===== src/rtl/arc4_pkg.sv =====
// rtl/arc4_pkg.sv - shared types and constants for the ARC4 key search
// Purpose: key type, printable-ASCII bounds, search FSM state encoding and
//          the byte acceptance test used by the plaintext scanner.
// Ports:   none (package).
package arc4_pkg;

  typedef logic [23:0] key_t;

  localparam logic [7:0] ASCII_MIN = 8'h20;
  localparam logic [7:0] ASCII_MAX = 8'h7E;

  typedef enum logic [3:0] {
    S_IDLE,
    S_START,
    S_WBUSY,
    S_WDONE,
    S_RLEN,
    S_CHK,
    S_NEXT,
    S_FOUND,
    S_FAIL
  } search_state_t;

  function automatic logic is_printable(input logic [7:0] b);
    return (b >= ASCII_MIN) && (b <= ASCII_MAX);
  endfunction

endpackage


===== src/rtl/arc4_key_search_pt_checker.sv =====
// rtl/arc4_key_search_pt_checker.sv - pipelined printable-byte scanner over pt[1..len]
// Purpose: after start, reads pt[1..len] from a 1-cycle-latency memory, one byte
//          per cycle, and reports done/pass on the first failing byte or after
//          byte len passes. Caller guarantees len >= 1 at start.
// Ports:   clk, rst_n       clock, async active-low reset
//          start            1-cycle pulse; len must be valid from the next cycle
//          len[7:0]         message length L
//          pt_addr[7:0]     read address, never exceeds len
//          pt_rddata[7:0]   read data for the address of the previous cycle
//          done, pass       1-cycle verdict strobe; pass qualifies done
module pt_checker
  import arc4_pkg::*;
(
  input  logic       clk,
  input  logic       rst_n,
  input  logic       start,
  input  logic [7:0] len,
  output logic [7:0] pt_addr,
  input  logic [7:0] pt_rddata,
  output logic       done,
  output logic       pass
);

  logic       busy_q;
  logic       vld_q;   // pt_rddata holds a byte of the message this cycle
  logic [7:0] addr_q;
  logic [7:0] idx_q;   // index of the byte currently on pt_rddata

  assign pt_addr = addr_q;

  always_comb begin
    done = 1'b0;
    pass = 1'b0;
    if (busy_q && vld_q) begin
      if (!is_printable(pt_rddata)) begin
        done = 1'b1;
      end else if (idx_q == len) begin
        done = 1'b1;
        pass = 1'b1;
      end
    end
  end

  always_ff @(posedge clk or negedge rst_n) begin
    if (!rst_n) begin
      busy_q <= 1'b0;
      vld_q  <= 1'b0;
      addr_q <= 8'd0;
      idx_q  <= 8'd0;
    end else if (start) begin
      busy_q <= 1'b1;
      vld_q  <= 1'b0;
      addr_q <= 8'd1;
      idx_q  <= 8'd1;
    end else if (busy_q) begin
      if (done) begin
        busy_q <= 1'b0;
      end else begin
        vld_q <= 1'b1;
        if (vld_q) idx_q <= idx_q + 8'd1;
        // Address runs one ahead of the data but stops at len.
        if (addr_q < len) addr_q <= addr_q + 8'd1;
      end
    end
  end

endmodule


===== src/rtl/arc4_key_search.sv =====
// rtl/arc4_key_search.sv - brute-force key search controller above the arc4 core
// Purpose: steps candidate keys KEY_START, +KEY_STEP, ... up to KEY_MAX, runs the
//          arc4 core on each and accepts the first whose plaintext is all printable.
// Ports:   clk, rst_n            clock, async active-low reset
//          en / rdy              start pulse / idle
//          key_valid, key[23:0]  search result
//          a4_en, a4_rdy         arc4 start pulse / arc4 ready
//          a4_key[23:0]          candidate key to arc4
//          pt_own                pt-memory address port select
//          pt_addr, pt_rddata    pt-memory read port (1-cycle latency)
module arc4_key_search
  import arc4_pkg::*;
#(
  parameter key_t KEY_START = 24'h000000,
  parameter key_t KEY_STEP  = 24'h000001,
  parameter key_t KEY_MAX   = 24'hFFFFFF
) (
  input  logic        clk,
  input  logic        rst_n,
  input  logic        en,
  output logic        rdy,
  output logic        key_valid,
  output logic [23:0] key,
  output logic        a4_en,
  input  logic        a4_rdy,
  output logic [23:0] a4_key,
  output logic        pt_own,
  output logic [7:0]  pt_addr,
  input  logic [7:0]  pt_rddata
);

  search_state_t state_q, state_d;

  key_t       cand_q;
  key_t       a4_key_q;
  key_t       key_q;
  logic       key_valid_q;
  logic       pt_own_q;
  logic [7:0] len_q;
  logic       rlen_phase_q;  // 0: length read in flight, 1: length on pt_rddata
  logic       chk_start;
  logic       chk_done;
  logic       chk_pass;
  logic [7:0] chk_addr;

  // 25-bit sum so a wrap past 24'hFFFFFF is seen as a carry, not a small key.
  logic [24:0] cand_sum;
  logic        step_ok;

  assign cand_sum = {1'b0, cand_q} + {1'b0, KEY_STEP};
  assign step_ok  = !cand_sum[24] && (cand_sum[23:0] <= KEY_MAX);

  assign rdy       = (state_q == S_IDLE);
  assign key_valid = key_valid_q;
  assign key       = key_q;
  assign a4_key    = a4_key_q;
  assign pt_own    = pt_own_q;
  assign pt_addr   = (state_q == S_CHK) ? chk_addr : 8'd0;

  pt_checker u_pt_checker (
    .clk       (clk),
    .rst_n     (rst_n),
    .start     (chk_start),
    .len       (len_q),
    .pt_addr   (chk_addr),
    .pt_rddata (pt_rddata),
    .done      (chk_done),
    .pass      (chk_pass)
  );

  always_comb begin
    state_d   = state_q;
    a4_en     = 1'b0;
    chk_start = 1'b0;
    case (state_q)
      S_IDLE:  if (en) state_d = S_START;
      S_START: begin
        if (a4_rdy) begin
          a4_en   = 1'b1;
          state_d = S_WBUSY;
        end
      end
      // The core still shows rdy=1 for two cycles after a4_en; only a low
      // a4_rdy proves the run has begun.
      S_WBUSY: if (!a4_rdy) state_d = S_WDONE;
      S_WDONE: if (a4_rdy) state_d = S_RLEN;
      S_RLEN: begin
        if (rlen_phase_q) begin
          if (pt_rddata == 8'd0) begin
            state_d = S_FOUND;
          end else begin
            chk_start = 1'b1;
            state_d   = S_CHK;
          end
        end
      end
      S_CHK:   if (chk_done) state_d = chk_pass ? S_FOUND : S_NEXT;
      S_NEXT:  state_d = step_ok ? S_START : S_FAIL;
      S_FOUND: state_d = S_IDLE;
      S_FAIL:  state_d = S_IDLE;
      default: state_d = S_IDLE;
    endcase
  end

  always_ff @(posedge clk or negedge rst_n) begin
    if (!rst_n) begin
      state_q      <= S_IDLE;
      cand_q       <= KEY_START;
      a4_key_q     <= KEY_START;
      key_q        <= 24'd0;
      key_valid_q  <= 1'b0;
      pt_own_q     <= 1'b0;
      len_q        <= 8'd0;
      rlen_phase_q <= 1'b0;
    end else begin
      state_q      <= state_d;
      pt_own_q     <= (state_d == S_RLEN) || (state_d == S_CHK);
      rlen_phase_q <= (state_q == S_RLEN) && !rlen_phase_q;
      if ((state_q == S_RLEN) && rlen_phase_q) len_q <= pt_rddata;
      case (state_q)
        S_IDLE: begin
          if (en) begin
            key_valid_q <= 1'b0;
            cand_q      <= KEY_START;
            a4_key_q    <= KEY_START;
          end
        end
        S_NEXT: begin
          if (step_ok) begin
            cand_q   <= cand_sum[23:0];
            a4_key_q <= cand_sum[23:0];
          end
        end
        S_FOUND: begin
          key_q       <= cand_q;
          key_valid_q <= 1'b1;
        end
        S_FAIL: begin
          key_q       <= cand_q;
          key_valid_q <= 1'b0;
        end
        default: ;
      endcase
    end
  end

endmodule


===== config.mk =====
export PLATFORM = sky130hd
export DESIGN_NAME = arc4_key_search
export DESIGN_NICKNAME = d
export VERILOG_FILES = /design/src/rtl/arc4_pkg.sv /design/src/rtl/arc4_key_search_pt_checker.sv /design/src/rtl/arc4_key_search.sv
export SDC_FILE = /design/constraint.sdc
export NUM_CORES = 1
export LEC_CHECK = 0
export ABC_AREA = 1
export CORE_UTILIZATION = 58
export DETAILED_ROUTE_END_ITERATION = 6
export PLACE_DENSITY = 0.95
export SYNTH_ARGS = -nofsm -noshare
export SYNTH_HDL_FRONTEND = slang
export SYNTH_SLANG_ARGS = --single-unit
export TNS_END_PERCENT = 1

===== constraint.sdc =====
create_clock -name clk -period 5.45 [get_ports clk]
set_input_delay 1.09 -clock clk [delete_from_list [all_inputs] [get_ports clk]]
set_output_delay 1.09 -clock clk [all_outputs]
set_load 0.005 [all_outputs]

==> results.json, run 1 <==
{
  "max-clock-path-buffers": 2,
  "period_minus_slack_ns": 3.37,
  "routed_wl_um": 11800,
  "synth_area_leaders": "dfrtp_1, nand2_1, nor2_1",
  "grtUsageTotal_pct": 30.2,
  "finalWeightedCongestion": 0.941,
  "cp_max_fo": 3,
  "grt_pass1_wl_um": 19900,
  "syn_area_per_cell_um2": 7.86,
  "stdcell_count": 765,
  "die_y_um": 91.1,
  "drt_iter0_markers": 360,
  "ys_ff_latch": 81,
  "synth_seq_area_share_pct": 44.0,
  "slew-limit-headroom_pct": 31.7,
  "post_cts_resized": 0,
  "synth_fp_nets": 608,
  "final_area_um2": 5570,
  "design.die.area_um2": 8300,
  "drv_cap": 0,
  "drive_above_1_share_pct": 9.50,
  "async_flop_share_pct": 100,
  "p_switching_w": 0.000812,
  "first_pass_iters": 6,
  "finalSetupViolations": 0,
  "intPower_w": 0.00137,
  "cp.arrival_ns": 2.28,
  "layout_worst_path_cycle_share_pct": 61.8,
  "die_w_um": 91.1,
  "hold_path_class": "reg2reg",
  "status": "finished clean",
  "fin_skew_ns": 0.0130,
  "synthCells": 586,
  "place.port_buffers": 71,
  "cts_tree": "yes",
  "dpl_cell_area_um2": 5370,
  "peakVddDrop_mv": 0.262,
  "antenna_found_initial": 0,
  "drc": 0,
  "fillers": 568,
  "io_pins": 72,
  "end_kind": "output port",
  "grt_max_degree": 82,
  "fin_setup_tns_ns": 0,
  "vias_per_cell": 5.69,
  "critPathRequiredTime_ns": 4.36,
  "num_rows": 32,
  "clkPwrFrac_pct": 20.6,
  "leakage_nw": 2.54,
  "cp_common_cell": "clkdlybuf4s50_1",
  "fin_hold_ws_ns": 0.495,
  "crit_start": "a4_rdy",
  "post-place-cells": 749,
  "cts_hold_buf": 0,
  "synth_area_um2": 4610,
  "rsz0062_at_grt": "false",
  "insertion_delay_ns": 0.36,
  "worst_path_largest_cell_delay_ns": 0.51,
  "worst_path_max_delay_cell": "clkdlybuf4s50_1",
  "grt_pass1_vias": 4308,
  "gr-total-overflow": 0,
  "synth_top_area_share_pct": 44.0,
  "crit_chain": "clkdlybuf4s50_1 > inv_1 > nor2_1 > clkdlybuf4s50_1",
  "drv_slew": 0,
  "min_from": "rlen_phase_q",
  "synth_edf_count": 0,
  "coreArea_um2": 7690,
  "worst-setup-path-type": "in2out",
  "worst_slew_pin_slew_ns": 1.02,
  "yosysTopAreaCell": "dfrtp_1",
  "clock.fmax_mhz": 297,
  "wl_per_cell_um": 15.4,
  "cts.clk_slew.worst_paths_ns": 0.08,
  "post_cts_buffers": 0,
  "nNetsFinal": 680,
  "hpwl_um": 8300,
  "start_util_pct": 59.9,
  "synthFlopType": "dfrtp_1",
  "swShare_pct": 37.2,
  "cts_buffers": 9,
  "finalHoldViolations": 0,
  "p_per_area_nw_per_um2": 392,
  "diodes": 0,
  "yosys_warnings": 0,
  "r2r-start": "a4_key[0]",
  "cts.htree.levels": 3,
  "combinationalPowerShare_pct": 36.6,
  "seqPwrFrac_pct": 42.8,
  "cts-root-buf": "clkbuf_8",
  "num_vias": 4352,
  "ant_nets": 0,
  "area_growth_pct": 20.9,
  "yosysUniqueCellTypes": 38,
  "cp-start-kind": "input pin",
  "clock-sinks": 81,
  "postLayoutCoreUtil_pct": 72.5
}
-- final cells by class --
cell class	instances	area, µm²	area share (%)
Multi-Input combinational cell	414	2200	39.5
Clock buffer	11	141	2.54
Timing Repair Buffer	72	716	12.8
Sequential cell	81	2030	36.4
Inverter	80	305	5.48
Tap cell	102	128	2.29
Clock inverter	5	55.1	0.988
-- cell usage in the layout, fill, tap and decap left out, types with 2 or more instances in the layout --
cell             netlist  layout
nand2_1              126     126
dfrtp_1               81      81
nor2_1                80      80
inv_1                 74      74
clkdlybuf4s50_1        0      70
nand3_1               48      48
a21oi_1               30      30
xor2_1                21      21
nor3_1                19      19
o21ai_0               19      19
o21ai_2               15      15
ha_1                  10      10
clkbuf_8               0      10
nand4_1                8       8
nand2_2                5       5
o22ai_2                5       5
inv_2                  4       4
xnor2_1                4       4
nand2_4                3       3
nand3_2                3       3
nor3_4                 2       2
nor2_4                 2       2
nor4_1                 2       2
o31ai_1                2       2
o21ai_1                2       2
clkinvlp_4             0       2
clkinv_2               0       2
buf_4                  0       2
-- layer usage --
metal | wire [µm] | vias up | global-route usage, %
met5 | 0 | - | 0
met4 | 414 | 0 | 15.5
met3 | 811 | 42 | 4.86
met2 | 5820 | 224 | 49.6
met1 | 4770 | 2071 | 38.7
li1 | - | 2015 | -
-- power groups by stage --
stage	clock [W]	sequential [W]	combinational, W
final	0.000449	0.000934	0.000799
after global routing	0.000475	0.000956	0.000897
after CTS	0.000449	0.000930	0.000799
after detailed placement	0	0.000938	0.000793
after global placement	0	0.000930	0.000755
after floorplan	0	0.000911	0.000485
-- worst max-delay path: cells and delay by family --
| family | cells | cell delay, ns |
|---|---|---|
| and+or+nand+nor | 1 | 0.10 |
| buffers and inverters | 3 | 1.09 |
-- synthesized netlist by cell type, types with 2 or more instances --
| cell | n |
|---|---|
| a21oi_1 | 30 |
| buf_1 | 2 |
| buf_2 | 3 |
| buf_6 | 2 |
| clkbuf_1 | 3 |
| dfrtp_1 | 81 |
| ha_1 | 10 |
| inv_1 | 74 |
| inv_2 | 4 |
| nand2_1 | 126 |
| nand2_2 | 5 |
| nand2_4 | 3 |
| nand3_1 | 48 |
| nand3_2 | 3 |
| nand4_1 | 8 |
| nor2_1 | 80 |
| nor2_4 | 2 |
| nor3_1 | 19 |
| nor3_4 | 2 |
| nor4_1 | 2 |
| o21ai_0 | 19 |
| o21ai_1 | 2 |
| o21ai_2 | 15 |
| o22ai_2 | 5 |
| o31ai_1 | 2 |
| xnor2_1 | 4 |
| xor2_1 | 21 |
-- cells by family (layout without fill, tap and decap cells) --
kind of cell / count (synthesis) / count (layout) / share of synthesized area (%)
AO/OA/AOI/OAI: 76 / 76 / 10.7
AND/OR/NAND/NOR: 302 / 302 / 29.3
flip-flops: 81 / 81 / 44.0
multiplexers: 1 / 1 / 0.244
adder cells (fa/ha/maj): 10 / 10 / 2.72
XOR/XNOR: 25 / 25 / 4.75
buffers and inverters: 91 / 168 / 8.28
-- state kept, by name, summed over array words and instances, names as in the netlist --
register,cells
key,24
a4_key,24
u_pt_checker.busy_q,1
u_pt_checker.pt_addr,8
pt_own,1
rlen_phase_q,1
key_valid,1
state_q,4
u_pt_checker.vld_q,1
u_pt_checker.idx_q,8
len_q,8
-- metrics by stage --
stage	power (W)	setup WS, ns
2_1_floorplan	0.00140	3.12
3_3_place_gp	0.00169	2.11
3_5_place_dp	0.00173	2.09
4_1_cts	0.00218	2.08
5_1_grt	0.00233	1.87
6_report	0.00218	2.08
-- final timing paths --
path	endpoint	slack, ns	cells past startpoint
setup reg to reg	a4_key[21]	3.08	11
hold reg to reg	rlen_phase_q	0.50	1
setup / recovery	a4_en	2.08	4
max in group asynchronous	u_pt_checker.pt_addr[7]	3.89	1
hold / removal	rlen_phase_q	0.50	1
min in group asynchronous	a4_key[17]	0.89	1
(Power assumes the default switching activity.)
==> inputs of run 2 (changes only) <==
--- a/config.mk
+++ b/config.mk
@@ -6,9 +6,9 @@
 export NUM_CORES = 1
 export LEC_CHECK = 0
 export ABC_AREA = 1
-export CORE_UTILIZATION = 58
+export CORE_UTILIZATION = 54
 export DETAILED_ROUTE_END_ITERATION = 6
-export PLACE_DENSITY = 0.95
+export PLACE_DENSITY = 0.92
 export SYNTH_ARGS = -nofsm -noshare
 export SYNTH_HDL_FRONTEND = slang
 export SYNTH_SLANG_ARGS = --single-unit
==> constraint.sdc (replaced) <==
create_clock -name clk -period 3.3 [get_ports clk]
set_input_delay 0.66 -clock clk [delete_from_list [all_inputs] [get_ports clk]]
set_output_delay 0.66 -clock clk [all_outputs]
set_load 0.005 [all_outputs]
==> results.json, run 2 (synthesis results as in run 1) <==
{
  "finalWeightedCongestion": 0.941,
  "post-place-cells": 753,
  "intPower_w": 0.00225,
  "clock-sinks": 81,
  "end_kind": "output port",
  "period_minus_slack_ns": 2.92,
  "grt_max_degree": 82,
  "post_cts_resized": 0,
  "drt_iter0_markers": 223,
  "swShare_pct": 37.2,
  "cts_hold_buf": 0,
  "die_y_um": 94.4,
  "finalHoldViolations": 0,
  "vias_per_cell": 5.49,
  "cp.arrival_ns": 2.26,
  "r2r.worst_path.cells": 11,
  "area_growth_pct": 21.1,
  "cp_max_fo": 9,
  "cts-root-buf": "clkbuf_8",
  "slew-limit-headroom_pct": 32.5,
  "design.die.area_um2": 8900,
  "cts.htree.levels": 3,
  "io_pins": 72,
  "fillers": 660,
  "dpl_cell_area_um2": 5390,
  "ant_nets": 0,
  "insertion_delay_ns": 0.35,
  "drv_cap": 0,
  "fin_skew_ns": 0.00937,
  "coreArea_um2": 8220,
  "drv_slew": 0,
  "die_w_um": 94.4,
  "max-clock-path-buffers": 2,
  "seqPwrFrac_pct": 42.9,
  "clkPwrFrac_pct": 20.2,
  "diodes": 0,
  "cts_buffers": 9,
  "critPathRequiredTime_ns": 2.64,
  "start_util_pct": 56.1,
  "first_pass_iters": 5,
  "gr-total-overflow": 0,
  "worst_slew_pin_slew_ns": 1.01,
  "num_rows": 33,
  "worst-setup-path-type": "reg2out",
  "routed_wl_um": 11200,
  "num_vias": 4222,
  "fin_hold_ws_ns": 0.464,
  "holdPathEnd": "rlen_phase_q",
  "r2r_end": "a4_key[21]",
  "cp-start-kind": "register",
  "grt_pass1_vias": 4146,
  "layout_commonest_cell": "nand2_1",
  "peakVddDrop_mv": 0.378,
  "antenna_found_initial": 0,
  "grtUsageTotal_pct": 27.3,
  "wl_per_cell_um": 14.5,
  "min_from": "rlen_phase_q",
  "clock.fmax_mhz": 343,
  "hpwl_um": 8110,
  "post_cts_buffers": 0,
  "fin_setup_tns_ns": 0,
  "drive_above_1_share_pct": 9.64,
  "r2r-start": "a4_key[0]",
  "p_switching_w": 0.00133,
  "rsz0062_at_grt": "false",
  "drc": 0,
  "place.port_buffers": 71,
  "cts_tree": "yes",
  "r2r_setup_slack_ns": 0.97,
  "layout_common_cells": "nand2_1, dfrtp_1, nor2_1, inv_1, clkdlybuf4s50_1",
  "hold_path_class": "reg2reg",
  "leakage_nw": 2.54,
  "final_area_um2": 5580,
  "layout_worst_path_cycle_share_pct": 88.4,
  "holdPathStages": 1,
  "nNetsFinal": 681,
  "finalSetupViolations": 0,
  "grt_pass1_wl_um": 19000,
  "p_per_area_nw_per_um2": 642,
  "combinationalPowerShare_pct": 36.9,
  "cts.clk_slew.worst_paths_ns": 0.08,
  "stdcell_count": 769,
  "status": "finished clean"
}
[run 2: through the flow]
| stage | util (%) | worst slack, ns | power, W |
|---|---|---|---|
| 2_1_floorplan | - | 1.44 | 0.00231 |
| 3_5_place_dp | 65.5 | 0.785 | 0.00288 |
| 3_3_place_gp | 65.5 | 0.822 | 0.00279 |
| 5_1_grt | 67.9 | 0.200 | 0.00384 |
| 4_1_cts | 67.9 | 0.380 | 0.00361 |
| 6_report | 67.9 | 0.383 | 0.00358 |
[run 2: final cells by class]
cell class / count / area (µm²) / share of cell area (%)
clock buffers: 10 / 128 / 2.29
clock inverters: 6 / 67.6 / 1.21
inverters: 80 / 305 / 5.47
multi-input cells: 414 / 2200 / 39.4
flip-flops and latches: 81 / 2030 / 36.3
well taps: 105 / 131 / 2.35
repair buffers: 73 / 723 / 13.0
[run 2: metal layers]
layer,vias up,GRT usage (%),routed length [µm]
met5,-,0,0
met2,161,47.2,5700
met3,35,4.19,699
met4,0,15.0,368
li1,2028,-,-
met1,1998,32.6,4410
[run 2: how the worst max path moves through the flow]
| stage | from | to | slack [ns] | depth (start not counted) |
|---|---|---|---|---|
| after floorplan | a4_key[0] | a4_key[9] | 1.44 | 11 |
| after global placement | a4_rdy | a4_en | 0.82 | 4 |
| after detailed placement | state_q[3] | pt_addr[2] | 0.79 | 6 |
| after CTS | state_q[3] | pt_addr[2] | 0.38 | 6 |
| after global routing | state_q[2] | pt_addr[6] | 0.20 | 7 |
| final | state_q[3] | pt_addr[2] | 0.38 | 6 |
[run 2: critical path, cell delays in order, from the launching register on]
cell,delay (ns)
dfrtp_1,0.43
nor2_2,0.21
inv_2,0.09
nor3_1,0.21
clkinv_1,0.28
nor2_1,0.17
clkdlybuf4s50_1,0.52
[run 2: power groups by stage]
stage / Combinational (W) / Sequential, W / Clock [W]
finish: 0.00132 / 0.00154 / 0.000726
global route: 0.00149 / 0.00158 / 0.000776
CTS: 0.00134 / 0.00153 / 0.000735
detailed placement: 0.00133 / 0.00155 / 0
global placement: 0.00126 / 0.00154 / 0
floorplan: 0.000801 / 0.00150 / 0
==> inputs of run 3 (changes only) <==
--- a/config.mk
+++ b/config.mk
@@ -6,6 +6,7 @@
 export NUM_CORES = 1
 export LEC_CHECK = 0
 export ABC_AREA = 1
+export CORE_MARGIN = 3
 export CORE_UTILIZATION = 54
 export DETAILED_ROUTE_END_ITERATION = 6
 export PLACE_DENSITY = 0.92
==> results.json, run 3 (synthesis results as in run 1) <==
{
  "die_y_um": 98.4,
  "drc": 0,
  "grtUsageTotal_pct": 24.7,
  "routed_wl_um": 11800,
  "crit_chain": "inv_1 > nor2_2 > inv_2 > nor3_1 > clkinv_1 > nor2_1 > clkdlybuf4s50_1",
  "drt_iter0_markers": 290,
  "cp-start-kind": "register",
  "start_util_pct": 55.8,
  "num_rows": 33,
  "cts_hold_buf": 0,
  "hold_path_class": "in2async",
  "ant_nets": 0,
  "drv_slew": 0,
  "num_vias": 4300,
  "cts_buffers": 9,
  "layout_worst_path_cycle_share_pct": 87.9,
  "cp_max_fo": 9,
  "finalHoldViolations": 0,
  "clock.fmax_mhz": 345,
  "diodes": 0,
  "fin_skew_ns": 0.00945,
  "r2r-start": "a4_key[0]",
  "cts.htree.levels": 3,
  "area_growth_pct": 21.4,
  "peakVddDrop_mv": 0.353,
  "design.die.area_um2": 9680,
  "grt_pass1_wl_um": 19600,
  "antenna_found_initial": 0,
  "leakage_nw": 2.55,
  "max-clock-path-buffers": 2,
  "worst_slack_ns": 0.398,
  "layout_common_cells": "nand2_1, dfrtp_1, nor2_1, inv_1, clkdlybuf4s50_1",
  "vias_per_cell": 5.60,
  "period_minus_slack_ns": 2.90,
  "finalWeightedCongestion": 0.906,
  "drv_cap": 0,
  "worst-setup-path-type": "reg2out",
  "worst_slew_pin_slew_ns": 1.02,
  "post_cts_resized": 0,
  "cp.arrival_ns": 2.24,
  "place.port_buffers": 71,
  "rsz0062_at_grt": "false",
  "gr-total-overflow": 0,
  "crit_start": "state_q[2]",
  "layout_commonest_cell": "nand2_1",
  "grt_pass1_vias": 4343,
  "status": "finished clean",
  "io_pins": 72,
  "post-place-ws_ns": 0.770,
  "post_cts_buffers": 0,
  "coreArea_um2": 8260,
  "critPathRequiredTime_ns": 2.64,
  "first_pass_iters": 5,
  "fin_hold_ws_ns": 0.470,
  "drive_above_1_share_pct": 9.50,
  "grt_max_degree": 82,
  "p_per_area_nw_per_um2": 655,
  "hpwl_um": 8510,
  "worst_path_largest_cell_delay_ns": 0.52,
  "fillers": 643,
  "postLayoutCoreUtil_pct": 67.7,
  "clock-sinks": 81,
  "fin_setup_tns_ns": 0,
  "wl_per_cell_um": 15.3,
  "cts-root-buf": "clkbuf_8",
  "die_w_um": 98.4,
  "cts_tree": "yes",
  "slew-limit-headroom_pct": 32.3,
  "worst_path_max_delay_cell": "clkdlybuf4s50_1",
  "nNetsFinal": 681,
  "cts.clk_slew.worst_paths_ns": 0.08,
  "insertion_delay_ns": 0.36,
  "end_kind": "output port",
  "finalSetupViolations": 0
}
[run 3: layout make-up]
| type | count | area, µm² | share of cell area, % |
|---|---|---|---|
| multi-input combinational | 414 | 2200 | 39.3 |
| sequential | 81 | 2030 | 36.2 |
| timing repair buffer | 73 | 723 | 12.9 |
| inverter | 80 | 305 | 5.46 |
| tap | 105 | 131 | 2.35 |
| clock buffer | 10 | 128 | 2.28 |
| clock inverter | 5 | 81.3 | 1.45 |
[run 3: worst max-delay path, delay by kind of cell (launching register included)]
family / cells / cell delay, ns
buf+inv: 4 / 0.96
simple gates: 3 / 0.53
flops: 1 / 0.39
[run 3: metrics by stage]
stage,cells,cell area [µm²],power [W]
final,768,5590,0.00366
after floorplan,586,4610,0.00231
after CTS,768,5590,0.00368
after global placement,753,5390,0.00280
after detailed placement,753,5390,0.00288
after global routing,768,5590,0.00390
[run 3: metal layers]
metal / GRT usage [%] / vias up / part of all wire [%]
met5: 0 / - / 0
met4: 7.98 / 0 / 2.1
met1: 29.3 / 2062 / 40
li1: - / 2030 / -
met3: 5.07 / 25 / 6.9
met2: 44.7 / 183 / 51
[run 3: where the power goes]
group          internal, W  total, W  switching (W)
clock network     0.000422  0.000785       0.000363
registers          0.00128   0.00154       0.000261
logic             0.000623   0.00134       0.000717
[run 3: path summary, 6_finish.rpt]
check / end / slack [ns] / cells after the start
worst max-delay path: pt_addr[5] / 0.40 / 7
worst min-delay path: len_q[4] / 0.47 / 1
worst max register to register: a4_key[5] / 0.90 / 11
worst min register to register: rlen_phase_q / 0.50 / 1
max in group asynchronous: key[0] / 2.18 / 1
min in group clk: rlen_phase_q / 0.50 / 1
